--- src/rtl/vga_timing_config_regs_if.sv ---
// Configuration write bus between a bus master and the VGA timing register block.
interface vga_timing_config_regs_if #(
   parameter int CONFIG_WIDTH = 16
) ();
   logic                    Valid;
   logic [CONFIG_WIDTH-1:0] Addr;
   logic [CONFIG_WIDTH-1:0] Data;
   logic                    Ready;
   logic                    Err;

   modport master (output Valid, Addr, Data, input Ready, Err);
   modport slave  (input Valid, Addr, Data, output Ready, Err);
endinterface

--- src/rtl/vga_timing_config_regs.sv ---
// VGA timing configuration registers: holds the active timing set (three 60 Hz
// presets or a custom mode built from shadow registers) and hands new modes to
// the counters with a one-cycle Load_config strobe, either immediately or at
// the next frame boundary.
module vga_timing_config_regs #(
   parameter int                    CONFIG_WIDTH   = 16,
   parameter logic [CONFIG_WIDTH-1:0] ADDR_BASE    = 16'h0010,
   parameter int                    REZ_MAX_WIDTH  = 11,
   parameter int                    PULSE_WIDTH    = 8,
   parameter int                    MARGIN_WIDTH   = 8,
   parameter int                    APPLY_AT_FRAME = 1
) (
   input  logic                     Clk,
   input  logic                     rst_n,
   vga_timing_config_regs_if.slave  cfg,
   input  logic                     Frame_end,
   output logic                     Load_config,
   output logic [1:0]               Mode,
   output logic [REZ_MAX_WIDTH-1:0] H_count_max,
   output logic [REZ_MAX_WIDTH-1:0] V_count_max,
   output logic [PULSE_WIDTH-1:0]   H_sync_pulse,
   output logic [PULSE_WIDTH-1:0]   V_sync_pulse,
   output logic [MARGIN_WIDTH-1:0]  H_left_margin,
   output logic [MARGIN_WIDTH-1:0]  H_right_margin,
   output logic [MARGIN_WIDTH-1:0]  V_left_margin,
   output logic [MARGIN_WIDTH-1:0]  V_right_margin
);

   localparam int SUM_W = REZ_MAX_WIDTH + 2;

   typedef struct packed {
      logic [REZ_MAX_WIDTH-1:0] hmax;
      logic [REZ_MAX_WIDTH-1:0] vmax;
      logic [PULSE_WIDTH-1:0]   hsync;
      logic [PULSE_WIDTH-1:0]   vsync;
      logic [MARGIN_WIDTH-1:0]  hleft;
      logic [MARGIN_WIDTH-1:0]  hright;
      logic [MARGIN_WIDTH-1:0]  vleft;
      logic [MARGIN_WIDTH-1:0]  vright;
   } timing_t;

   typedef enum logic {IDLE, PENDING} state_t;

   // Built-in 60 Hz timing sets; anything other than 1 or 2 maps to 640x480.
   function automatic timing_t preset(input logic [1:0] m);
      timing_t t;
      case (m)
         2'd1: begin
            t.hmax = REZ_MAX_WIDTH'(1056); t.hsync = PULSE_WIDTH'(128);
            t.hleft = MARGIN_WIDTH'(88);   t.hright = MARGIN_WIDTH'(40);
            t.vmax = REZ_MAX_WIDTH'(628);  t.vsync = PULSE_WIDTH'(4);
            t.vleft = MARGIN_WIDTH'(23);   t.vright = MARGIN_WIDTH'(1);
         end
         2'd2: begin
            t.hmax = REZ_MAX_WIDTH'(1344); t.hsync = PULSE_WIDTH'(136);
            t.hleft = MARGIN_WIDTH'(160);  t.hright = MARGIN_WIDTH'(24);
            t.vmax = REZ_MAX_WIDTH'(806);  t.vsync = PULSE_WIDTH'(6);
            t.vleft = MARGIN_WIDTH'(29);   t.vright = MARGIN_WIDTH'(3);
         end
         default: begin
            t.hmax = REZ_MAX_WIDTH'(800);  t.hsync = PULSE_WIDTH'(96);
            t.hleft = MARGIN_WIDTH'(48);   t.hright = MARGIN_WIDTH'(16);
            t.vmax = REZ_MAX_WIDTH'(525);  t.vsync = PULSE_WIDTH'(2);
            t.vleft = MARGIN_WIDTH'(33);   t.vright = MARGIN_WIDTH'(10);
         end
      endcase
      return t;
   endfunction

   // A custom set is usable only if each total leaves room for a visible area.
   // Sums are two bits wider than the totals so three fields cannot wrap.
   function automatic logic timing_valid(input timing_t t);
      logic [SUM_W-1:0] hsum;
      logic [SUM_W-1:0] vsum;
      hsum = SUM_W'(t.hsync) + SUM_W'(t.hleft) + SUM_W'(t.hright);
      vsum = SUM_W'(t.vsync) + SUM_W'(t.vleft) + SUM_W'(t.vright);
      return (SUM_W'(t.hmax) > hsum) && (SUM_W'(t.vmax) > vsum);
   endfunction

   state_t                  state, state_nxt;
   timing_t                 active, shadow, target;
   logic [1:0]              mode_q, tgt_mode;
   logic                    load_q, err_q;
   logic                    ready;
   logic                    accept, mode_wr, mode_ok;
   logic                    err_set, capture, apply_sel, apply_tgt;
   logic [CONFIG_WIDTH-1:0] offset;
   timing_t                 sel_timing;
   logic [1:0]              sel_mode;

   assign offset     = cfg.Addr - ADDR_BASE;
   assign accept     = cfg.Valid && ready;
   assign mode_wr    = accept && (offset == '0);
   assign sel_mode   = cfg.Data[1:0];
   assign sel_timing = (sel_mode == 2'd3) ? shadow : preset(sel_mode);
   assign mode_ok    = (cfg.Data < CONFIG_WIDTH'(3)) ||
                       ((cfg.Data == CONFIG_WIDTH'(3)) && timing_valid(shadow));

   // Mode-change control: decide between reject, immediate apply, deferral, frame apply.
   always_comb begin
      state_nxt = state;
      ready     = 1'b0;
      err_set   = 1'b0;
      capture   = 1'b0;
      apply_sel = 1'b0;
      apply_tgt = 1'b0;
      unique case (state)
         IDLE: begin
            ready = !load_q;
            if (mode_wr) begin
               if (!mode_ok) begin
                  err_set = 1'b1;
               end else if (APPLY_AT_FRAME != 0) begin
                  capture   = 1'b1;
                  state_nxt = PENDING;
               end else begin
                  apply_sel = 1'b1;
               end
            end
         end
         PENDING: begin
            if (Frame_end) begin
               apply_tgt = 1'b1;
               state_nxt = IDLE;
            end
         end
      endcase
   end

   // State, active timing set and the one-cycle strobes.
   always_ff @(posedge Clk or negedge rst_n) begin
      if (!rst_n) begin
         state  <= IDLE;
         active <= preset(2'd0);
         mode_q <= 2'd0;
         load_q <= 1'b1;
         err_q  <= 1'b0;
      end else begin
         state  <= state_nxt;
         load_q <= apply_sel || apply_tgt;
         err_q  <= err_set;
         if (apply_sel) begin
            active <= sel_timing;
            mode_q <= sel_mode;
         end else if (apply_tgt) begin
            active <= target;
            mode_q <= tgt_mode;
         end
      end
   end

   // Shadow registers: field writes at offsets 1-8, truncated to field width.
   always_ff @(posedge Clk or negedge rst_n) begin
      if (!rst_n) begin
         shadow <= preset(2'd0);
      end else if (accept) begin
         case (offset)
            CONFIG_WIDTH'(1): shadow.hmax   <= REZ_MAX_WIDTH'(cfg.Data);
            CONFIG_WIDTH'(2): shadow.vmax   <= REZ_MAX_WIDTH'(cfg.Data);
            CONFIG_WIDTH'(3): shadow.hsync  <= PULSE_WIDTH'(cfg.Data);
            CONFIG_WIDTH'(4): shadow.vsync  <= PULSE_WIDTH'(cfg.Data);
            CONFIG_WIDTH'(5): shadow.hleft  <= MARGIN_WIDTH'(cfg.Data);
            CONFIG_WIDTH'(6): shadow.hright <= MARGIN_WIDTH'(cfg.Data);
            CONFIG_WIDTH'(7): shadow.vleft  <= MARGIN_WIDTH'(cfg.Data);
            CONFIG_WIDTH'(8): shadow.vright <= MARGIN_WIDTH'(cfg.Data);
            default: ;
         endcase
      end
   end

   // Pending target: snapshot taken at acceptance so later shadow writes cannot leak in.
   always_ff @(posedge Clk) begin
      if (capture) begin
         target   <= sel_timing;
         tgt_mode <= sel_mode;
      end
   end

   assign cfg.Ready      = ready;
   assign cfg.Err        = err_q;
   assign Load_config    = load_q;
   assign Mode           = mode_q;
   assign H_count_max    = active.hmax;
   assign V_count_max    = active.vmax;
   assign H_sync_pulse   = active.hsync;
   assign V_sync_pulse   = active.vsync;
   assign H_left_margin  = active.hleft;
   assign H_right_margin = active.hright;
   assign V_left_margin  = active.vleft;
   assign V_right_margin = active.vright;

endmodule

--- src/flat_wrapper.sv ---
// flat-port wrapper written by rule: the top's interface ports become plain ports
module vga_timing_config_regs_flat 
#(
   parameter int                    CONFIG_WIDTH   = 16,
   parameter logic [CONFIG_WIDTH-1:0] ADDR_BASE    = 16'h0010,
   parameter int                    REZ_MAX_WIDTH  = 11,
   parameter int                    PULSE_WIDTH    = 8,
   parameter int                    MARGIN_WIDTH   = 8,
   parameter int                    APPLY_AT_FRAME = 1
)
  (Clk, rst_n, Frame_end, Load_config, Mode, H_count_max, V_count_max, H_sync_pulse, V_sync_pulse, H_left_margin, H_right_margin, V_left_margin, V_right_margin, cfg_Valid, cfg_Addr, cfg_Data, cfg_Ready, cfg_Err);
  vga_timing_config_regs_if #(.CONFIG_WIDTH(CONFIG_WIDTH)) cfg_i ();
  input  logic Clk;
  input  logic rst_n;
  input  logic Frame_end;
  output logic Load_config;
  output logic [1:0] Mode;
  output logic [REZ_MAX_WIDTH-1:0] H_count_max;
  output logic [REZ_MAX_WIDTH-1:0] V_count_max;
  output logic [PULSE_WIDTH-1:0] H_sync_pulse;
  output logic [PULSE_WIDTH-1:0] V_sync_pulse;
  output logic [MARGIN_WIDTH-1:0] H_left_margin;
  output logic [MARGIN_WIDTH-1:0] H_right_margin;
  output logic [MARGIN_WIDTH-1:0] V_left_margin;
  output logic [MARGIN_WIDTH-1:0] V_right_margin;
  input wire logic [$bits(cfg_i.Valid)-1:0] cfg_Valid;
  input wire logic [$bits(cfg_i.Addr)-1:0] cfg_Addr;
  input wire logic [$bits(cfg_i.Data)-1:0] cfg_Data;
  output wire logic [$bits(cfg_i.Ready)-1:0] cfg_Ready;
  output wire logic [$bits(cfg_i.Err)-1:0] cfg_Err;
  assign cfg_i.Valid = cfg_Valid;
  assign cfg_i.Addr = cfg_Addr;
  assign cfg_i.Data = cfg_Data;
  assign cfg_Ready = cfg_i.Ready;
  assign cfg_Err = cfg_i.Err;
  vga_timing_config_regs #(.CONFIG_WIDTH(CONFIG_WIDTH), .ADDR_BASE(ADDR_BASE), .REZ_MAX_WIDTH(REZ_MAX_WIDTH), .PULSE_WIDTH(PULSE_WIDTH), .MARGIN_WIDTH(MARGIN_WIDTH), .APPLY_AT_FRAME(APPLY_AT_FRAME)) u_core (.Clk(Clk), .rst_n(rst_n), .cfg(cfg_i), .Frame_end(Frame_end), .Load_config(Load_config), .Mode(Mode), .H_count_max(H_count_max), .V_count_max(V_count_max), .H_sync_pulse(H_sync_pulse), .V_sync_pulse(V_sync_pulse), .H_left_margin(H_left_margin), .H_right_margin(H_right_margin), .V_left_margin(V_left_margin), .V_right_margin(V_right_margin));
endmodule
--- config.mk ---
export PLATFORM = sky130hd
export DESIGN_NAME = vga_timing_config_regs_flat
export DESIGN_NICKNAME = d
export VERILOG_FILES = /design/src/rtl/vga_timing_config_regs_if.sv /design/src/rtl/vga_timing_config_regs.sv /design/src/flat_wrapper.sv
export SDC_FILE = /design/constraint.sdc
export NUM_CORES = 1
export LEC_CHECK = 0
export CAP_MARGIN = 20
export CORE_MARGIN = 2
export CORE_UTILIZATION = 60
export CTS_BUF_LIST = sky130_fd_sc_hd__clkbuf_4
export DETAILED_ROUTE_END_ITERATION = 10
export HOLD_SLACK_MARGIN = 0.02
export PLACE_DENSITY = 0.95
export SLEW_MARGIN = 10
export SYNTH_ARGS = -nofsm -noshare
export SYNTH_HDL_FRONTEND = slang
export SYNTH_SLANG_ARGS = --single-unit
--- constraint.sdc ---
create_clock -name Clk -period 17.52 [get_ports Clk]
set_input_delay 3.504 -clock Clk [delete_from_list [all_inputs] [get_ports Clk]]
set_output_delay 3.504 -clock Clk [all_outputs]
set_load 0.01 [all_outputs]
==> flow_metrics.env <==
export IMPL_status="finished, final reports clean"
export IMPL_synth_top_area_share_pct=27.5
export IMPL_fin_crit_ns=5.78
export IMPL_ys_warnings_count=0
export IMPL_hold_class="flop to flop"
export IMPL_vias=6535
export IMPL_hold_viol_final=0
export IMPL_io_pins=111
export IMPL_track_usage_pct=25.4
export IMPL_syn2layout_area_growth_pct=20.1
export IMPL_cap_violations=0
export IMPL_synth_edf_count=72
export IMPL_n_fill_cell=1039
export IMPL_place_congestion=0.894
export IMPL_core_area_mm2=0.0165
export IMPL_synth_fp_nets=832
export IMPL_post_route_util_pct=73.1
export IMPL_cts_buffers=52
export IMPL_synth_cell_type_count=48
export IMPL_drive_above_1_share_pct=28.8
export IMPL_maxSlewHeadroom_pct=36.8
export IMPL_skew_ns=0.0420
export IMPL_netlist_instances=735
export IMPL_clock_fmax_ghz=0.173
export IMPL_die_area_mm2=0.0178
export IMPL_setup_worst_path_start_class="primary input"
export IMPL_finalCritPeriodShare_pct=33.0
export IMPL_cts_path_max_buffers=3
export IMPL_met1_length_um=9640
export IMPL_synth_most_common_cell="mux2_2"
export IMPL_dr_pass1_iters=5
export IMPL_grt_overflow=0
export IMPL_cts_resized=0
export IMPL_synth_area_leaders="dfrtp_1 27%, edfxtp_1 22%, mux2_2 14%, dfstp_2 9.2%, ha_1 7.1%"
export IMPL_clock_sinks=217
export IMPL_fp_row_count=47
export IMPL_finalNetCount=979
export IMPL_grt_max_degree=80
export IMPL_wl_met3_um=1310
export IMPL_arrival_ns=6.32
export IMPL_routed_wl_um=21700
export IMPL_critPathKind="primary input to flop"
export IMPL_ys_seq_area_share_pct=58.2
export IMPL_wl_met2_um=10000
export IMPL_rsz0062_at_grt="no"
export IMPL_syn_area_per_cell_um2=13.6
export IMPL_die_x_um=133
export IMPL_drcViolationCount=0
export IMPL_final_setup_tns_ns=0
export IMPL_p_leak_nw=5.52
export IMPL_ys_flop_type="dfrtp_1"
export IMPL_setup_viol=0
export IMPL_synth_seq_cells=217
export IMPL_numPortBuffers=110
export IMPL_cts_tree="built"
export IMPL_synth_common_cells="128 x mux2_2, 110 x dfrtp_1, 72 x edfxtp_1"
export IMPL_cts_setup_buffers=0
export IMPL_grt_pass1_wl_um=35300
export IMPL_path_clk_slew_ns=0.07
export IMPL_cp_max_fo=13
export IMPL_die_h_um=133
export IMPL_grt_pass1_vias=6793
export IMPL_dp_hpwl_um=14700
export IMPL_drv_slew=0
export IMPL_syn_cell_area_mm2=0.0100
export IMPL_root_buffer="clkbuf_4"
export IMPL_vdd_ir_drop_worst_mv=0.0395
export IMPL_tightest_slew_ns=0.949
export IMPL_initial_core_util_pct=60.9
export IMPL_async_flop_share_pct=66.8
export IMPL_clock_latency_ns=0.68
export IMPL_ant_nets=0
export IMPL_via_per_inst=5.70
export IMPL_cp_end_kind="flop"
export IMPL_htree_num_levels=2
export IMPL_drtIter0Drc=468
export IMPL_antenna_found_initial=1
export IMPL_cts_hold_buf=0
export IMPL_wl_per_cell_um=18.9
export IMPL_required_ns=18.05
export IMPL_highest_layer="met4"
export IMPL_yosysTopAreaCell="dfrtp_1"
export IMPL_power_density_mw_per_mm2=85.8
-- critical path: stages --
cell             delay, ns
clkdlybuf4s50_1       0.40
or4b_1                0.54
nand3b_1              0.20
or3b_4                0.49
nor4b_4               0.77
mux2_2                0.41
-- layer usage --
layer | vias to the layer above | global-route usage, %
met1 | 3222 | 35.4
met3 | 61 | 5.56
li1 | 2973 | -
met2 | 279 | 38.8
met5 | - | 0
met4 | 0 | 11.2
-- where the power goes --
part / internal [W] / total, W / leakage (nW) / switching (W)
Sequential: 0.000538 / 0.000544 / 2.55 / 0.00000676
Combinational: 0.0000404 / 0.0000760 / 2.57 / 0.0000356
Clock: 0.000211 / 0.000413 / 0.399 / 0.000202
Total: 0.000789 / 0.00103 / 5.52 / 0.000244
-- cell usage in the layout (no fill, tap or decap), drive strengths merged, types with 2 or more instances in the layout --
cell           count
mux2             134
dfrtp            110
clkdlybuf4s50    109
clkbuf            74
edfxtp            72
nand2             61
ha                57
dfstp             35
and2              31
nor2              28
inv               26
a21oi             25
o21ai             21
clkinv            21
a21o              18
xnor2             17
xor2               8
nor4               8
nor3               8
nand2b             7
nor2b              6
buf                6
nand3              5
o41ai              4
fa                 4
nand3b             4
nand4              3
mux2i              3
or3                2
a211oi             2
nor4b              2
-- registers in the layout, summed over array words and instances (netlist names) --
register,flops
u_core.cfg.Err,1
u_core.Mode,2
u_core.V_count_max,11
u_core.H_right_margin,8
u_core.H_left_margin,8
u_core.tgt_mode,2
u_core.V_right_margin,8
u_core.V_sync_pulse,8
u_core.H_sync_pulse,8
u_core.V_left_margin,8
u_core.target,70
u_core.H_count_max,11
u_core.state,1
u_core.Load_config,1
u_core.shadow,70
-- cell type report --
class,count,area [um2],share of cell area [%]
antenna,1,2.50,0.0208
timing repair buffer,115,1160,9.63
clock inverter,24,124,1.03
sequential,217,5830,48.4
clock buffer,74,556,4.61
inverter,25,93.8,0.779
multi-input combinational,471,4000,33.2
tap,220,275,2.29
-- through the flow --
stage	power [W]	worst slack, ns	instances	hold slack (ns)	area, um2
2_1_floorplan	0.000580	7.80	735	0.454	10000
3_3_place_gp	0.000627	11.18	1047	0.457	11300
3_5_place_dp	0.000630	11.08	1047	0.461	11300
4_1_cts	0.00104	11.76	1145	0.454	12000
5_1_grt	0.00108	11.65	1147	0.490	12000
6_report	0.00103	11.74	1147	0.462	12000
-- worst paths after layout --
| check | startpoint | to | slack [ns] | depth (start not counted) |
|---|---|---|---|---|
| max | cfg_Addr[6] | u_core.shadow[61] | 11.74 | 6 |
| min | u_core.target[68] | u_core.H_count_max[9] | 0.46 | 1 |
| max reg2reg | u_core.shadow[40] | u_core.target[68] | 12.11 | 21 |
| min reg2reg | u_core.target[68] | u_core.H_count_max[9] | 0.46 | 1 |
| max in group asynchronous | rst_n | u_core.shadow[68] | 13.49 | 3 |
| min in group asynchronous | rst_n | u_core.V_right_margin[0] | 2.82 | 1 |
-- cell families (layout without fill, tap and decap cells) --
| family | Yosys count | in the layout | synth area share, % |
|---|---|---|---|
| AOI/OAI and AO/OA | 78 | 78 | 4.81 |
| xor gates and xnor gates | 25 | 25 | 2.18 |
| adders and majority gates | 61 | 61 | 7.91 |
| buffers and inverters | 47 | 238 | 1.98 |
| DFF | 217 | 217 | 58.2 |
| muxes | 137 | 137 | 15.6 |
| other | 0 | 1 | 0 |
| and+or+nand+nor | 170 | 170 | 9.34 |
No activity file was read; power rests on OpenSTA's default activity.
==> variant: new RTL, same settings <==
`APPLY_AT_FRAME` is set to 1 in 2 places; all go to 0.
--- a/src/rtl/vga_timing_config_regs.sv
+++ b/src/rtl/vga_timing_config_regs.sv
@@ -8,7 +8,7 @@
    parameter int                    REZ_MAX_WIDTH  = 11,
    parameter int                    PULSE_WIDTH    = 8,
    parameter int                    MARGIN_WIDTH   = 8,
-   parameter int                    APPLY_AT_FRAME = 1
+   parameter int                    APPLY_AT_FRAME = 0
 ) (
    input  logic                     Clk,
    input  logic                     rst_n,
--- a/src/flat_wrapper.sv
+++ b/src/flat_wrapper.sv
@@ -6,7 +6,7 @@
    parameter int                    REZ_MAX_WIDTH  = 11,
    parameter int                    PULSE_WIDTH    = 8,
    parameter int                    MARGIN_WIDTH   = 8,
-   parameter int                    APPLY_AT_FRAME = 1
+   parameter int                    APPLY_AT_FRAME = 0
 )
   (Clk, rst_n, Frame_end, Load_config, Mode, H_count_max, V_count_max, H_sync_pulse, V_sync_pulse, H_left_margin, H_right_margin, V_left_margin, V_right_margin, cfg_Valid, cfg_Addr, cfg_Data, cfg_Ready, cfg_Err);
   vga_timing_config_regs_if #(.CONFIG_WIDTH(CONFIG_WIDTH)) cfg_i ();
Check against the original RTL: not equivalent (Yosys sat finds a counterexample within 4 cycles, from zero or initial values and one cycle with rst_n low).
==> variant against the original RTL <==
Cell count is 16% lower. Sequential cell count fell by 72. Count of clock-buffer cells in the layout is 55 lower. Clock skew shrank 0.022 ns. Synthesized area decreased by 24%. Setup slack lost 0.61 ns. Critical path depth is 2 higher. Routed wire length decreased by 8.4%. Via count shrank 12%. Utilization down 0.26 points. Cell area fell by 24%. Critical endpoint is now u_core.V_right_margin[1]. Highest routed layer unchanged.
Power is not compared: it rests on default switching activity, and its combinational part moved more than twofold at a synthesized area within 25%.
==> variant: results <==
export IMPL_status="finished, final reports clean"
export IMPL_cp_arrival_ns=6.91
export IMPL_dpl_hpwl_mm=14.4
export IMPL_wl_mm=19.9
export IMPL_use_met2=0.490
export IMPL_final_setup_skew_ns=0.0202
export IMPL_grtUsageMet1=0.405
export IMPL_ys_top_cells_by_count="dfrtp_1, mux2_2, ha_1"
export IMPL_gr_usage_met3=0.0690
export IMPL_cp_endpoint="u_core.V_right_margin[1]"
export IMPL_wl_met1_mm=8.20
export IMPL_final_layout_size_suffix_gt1_frac=0.180
export IMPL_grt_usage=0.305
export IMPL_syn_nets=757
export IMPL_ys_types=49
export IMPL_dr_wl_met2_mm=9.33
export IMPL_grt_max_degree=86
export IMPL_wl_met3_mm=1.76
export IMPL_drt_iter0_markers=590
export IMPL_vias=5763
export IMPL_h_tree_depth=4
export IMPL_tightestPinTransition_ns=1.10
export IMPL_nets=869
export IMPL_r2r_start="u_core.shadow[8]"
export IMPL_holdPathStages=2
export IMPL_worst_slack_ns=11.13
export IMPL_cts_made_buffers=17
export IMPL_worstSkewPairLatency_ns=0.59
export IMPL_cp_max_fo=45
export IMPL_grt_pass1_vias=5916
export IMPL_grt_pass1_wl_mm=31.0
export IMPL_netlist_top_cells_area="dfrtp_1, dfstp_2, ha_1"
export IMPL_cts_max_path_buffers=2
export IMPL_crit_start="cfg_Data[1]"
export IMPL_slowest_stage="clkdlybuf4s50_1"
export IMPL_slowest_delay_ns=0.73
export IMPL_r2r_cells=24
export IMPL_clk_pin_slew_ns=0.11
## variant: layout make-up
class	instances	area, sq um
Tap cell	172	215
Multi-Input combinational cell	439	3580
Clock buffer	19	143
Fill cell	874	3390
Sequential cell	145	3670
Clock inverter	13	168
Timing Repair Buffer	115	1140
Antenna cell	2	5.00
Inverter	54	204
## variant: stage by stage
stage                     instances  hold WS, ns   util  area (sq um)
after global routing            957        0.505  0.728          9120
after detailed placement        925        0.463  0.704          8810
final                           959        0.483  0.729          9120
after floorplan                 660        0.454      -          7610
after CTS                       957        0.486  0.728          9120
after global placement          925        0.453  0.704          8810
## variant: kinds of logic after synthesis
family	Yosys count	share of synthesized area
flip-flops	145	0.483
AO/OA/AOI/OAI	144	0.126
AND/OR/NAND/NOR	117	0.0790
multiplexers	92	0.132
buffers and inverters	76	0.0470
adder cells (fa/ha/maj)	61	0.104
XOR/XNOR	25	0.0288
## variant: worst register-to-register path: cells and delay by family, from the launching register on
kind	cells	cell delay (ns)
adder cells (fa/ha/maj)	4	1.24
flip-flops	1	0.57
AND/OR/NAND/NOR	3	0.58
multiplexers	1	0.59
buffers and inverters	4	1.26
XOR/XNOR	2	0.34
AO/OA/AOI/OAI	10	1.41
## variant: worst min path at each step
stage                              from                  endpoint  slack, ns
3_5_place_dp   u_core.V_right_margin[3]  u_core.V_right_margin[3]       0.46
2_1_floorplan         u_core.shadow[50]     u_core.V_count_max[2]       0.45
6_report         u_core.H_sync_pulse[6]    u_core.H_sync_pulse[6]       0.48
3_3_place_gp      u_core.H_count_max[9]     u_core.H_count_max[9]       0.45
4_1_cts        u_core.V_right_margin[3]  u_core.V_right_margin[3]       0.49
5_1_grt           u_core.H_count_max[9]     u_core.H_count_max[9]       0.50
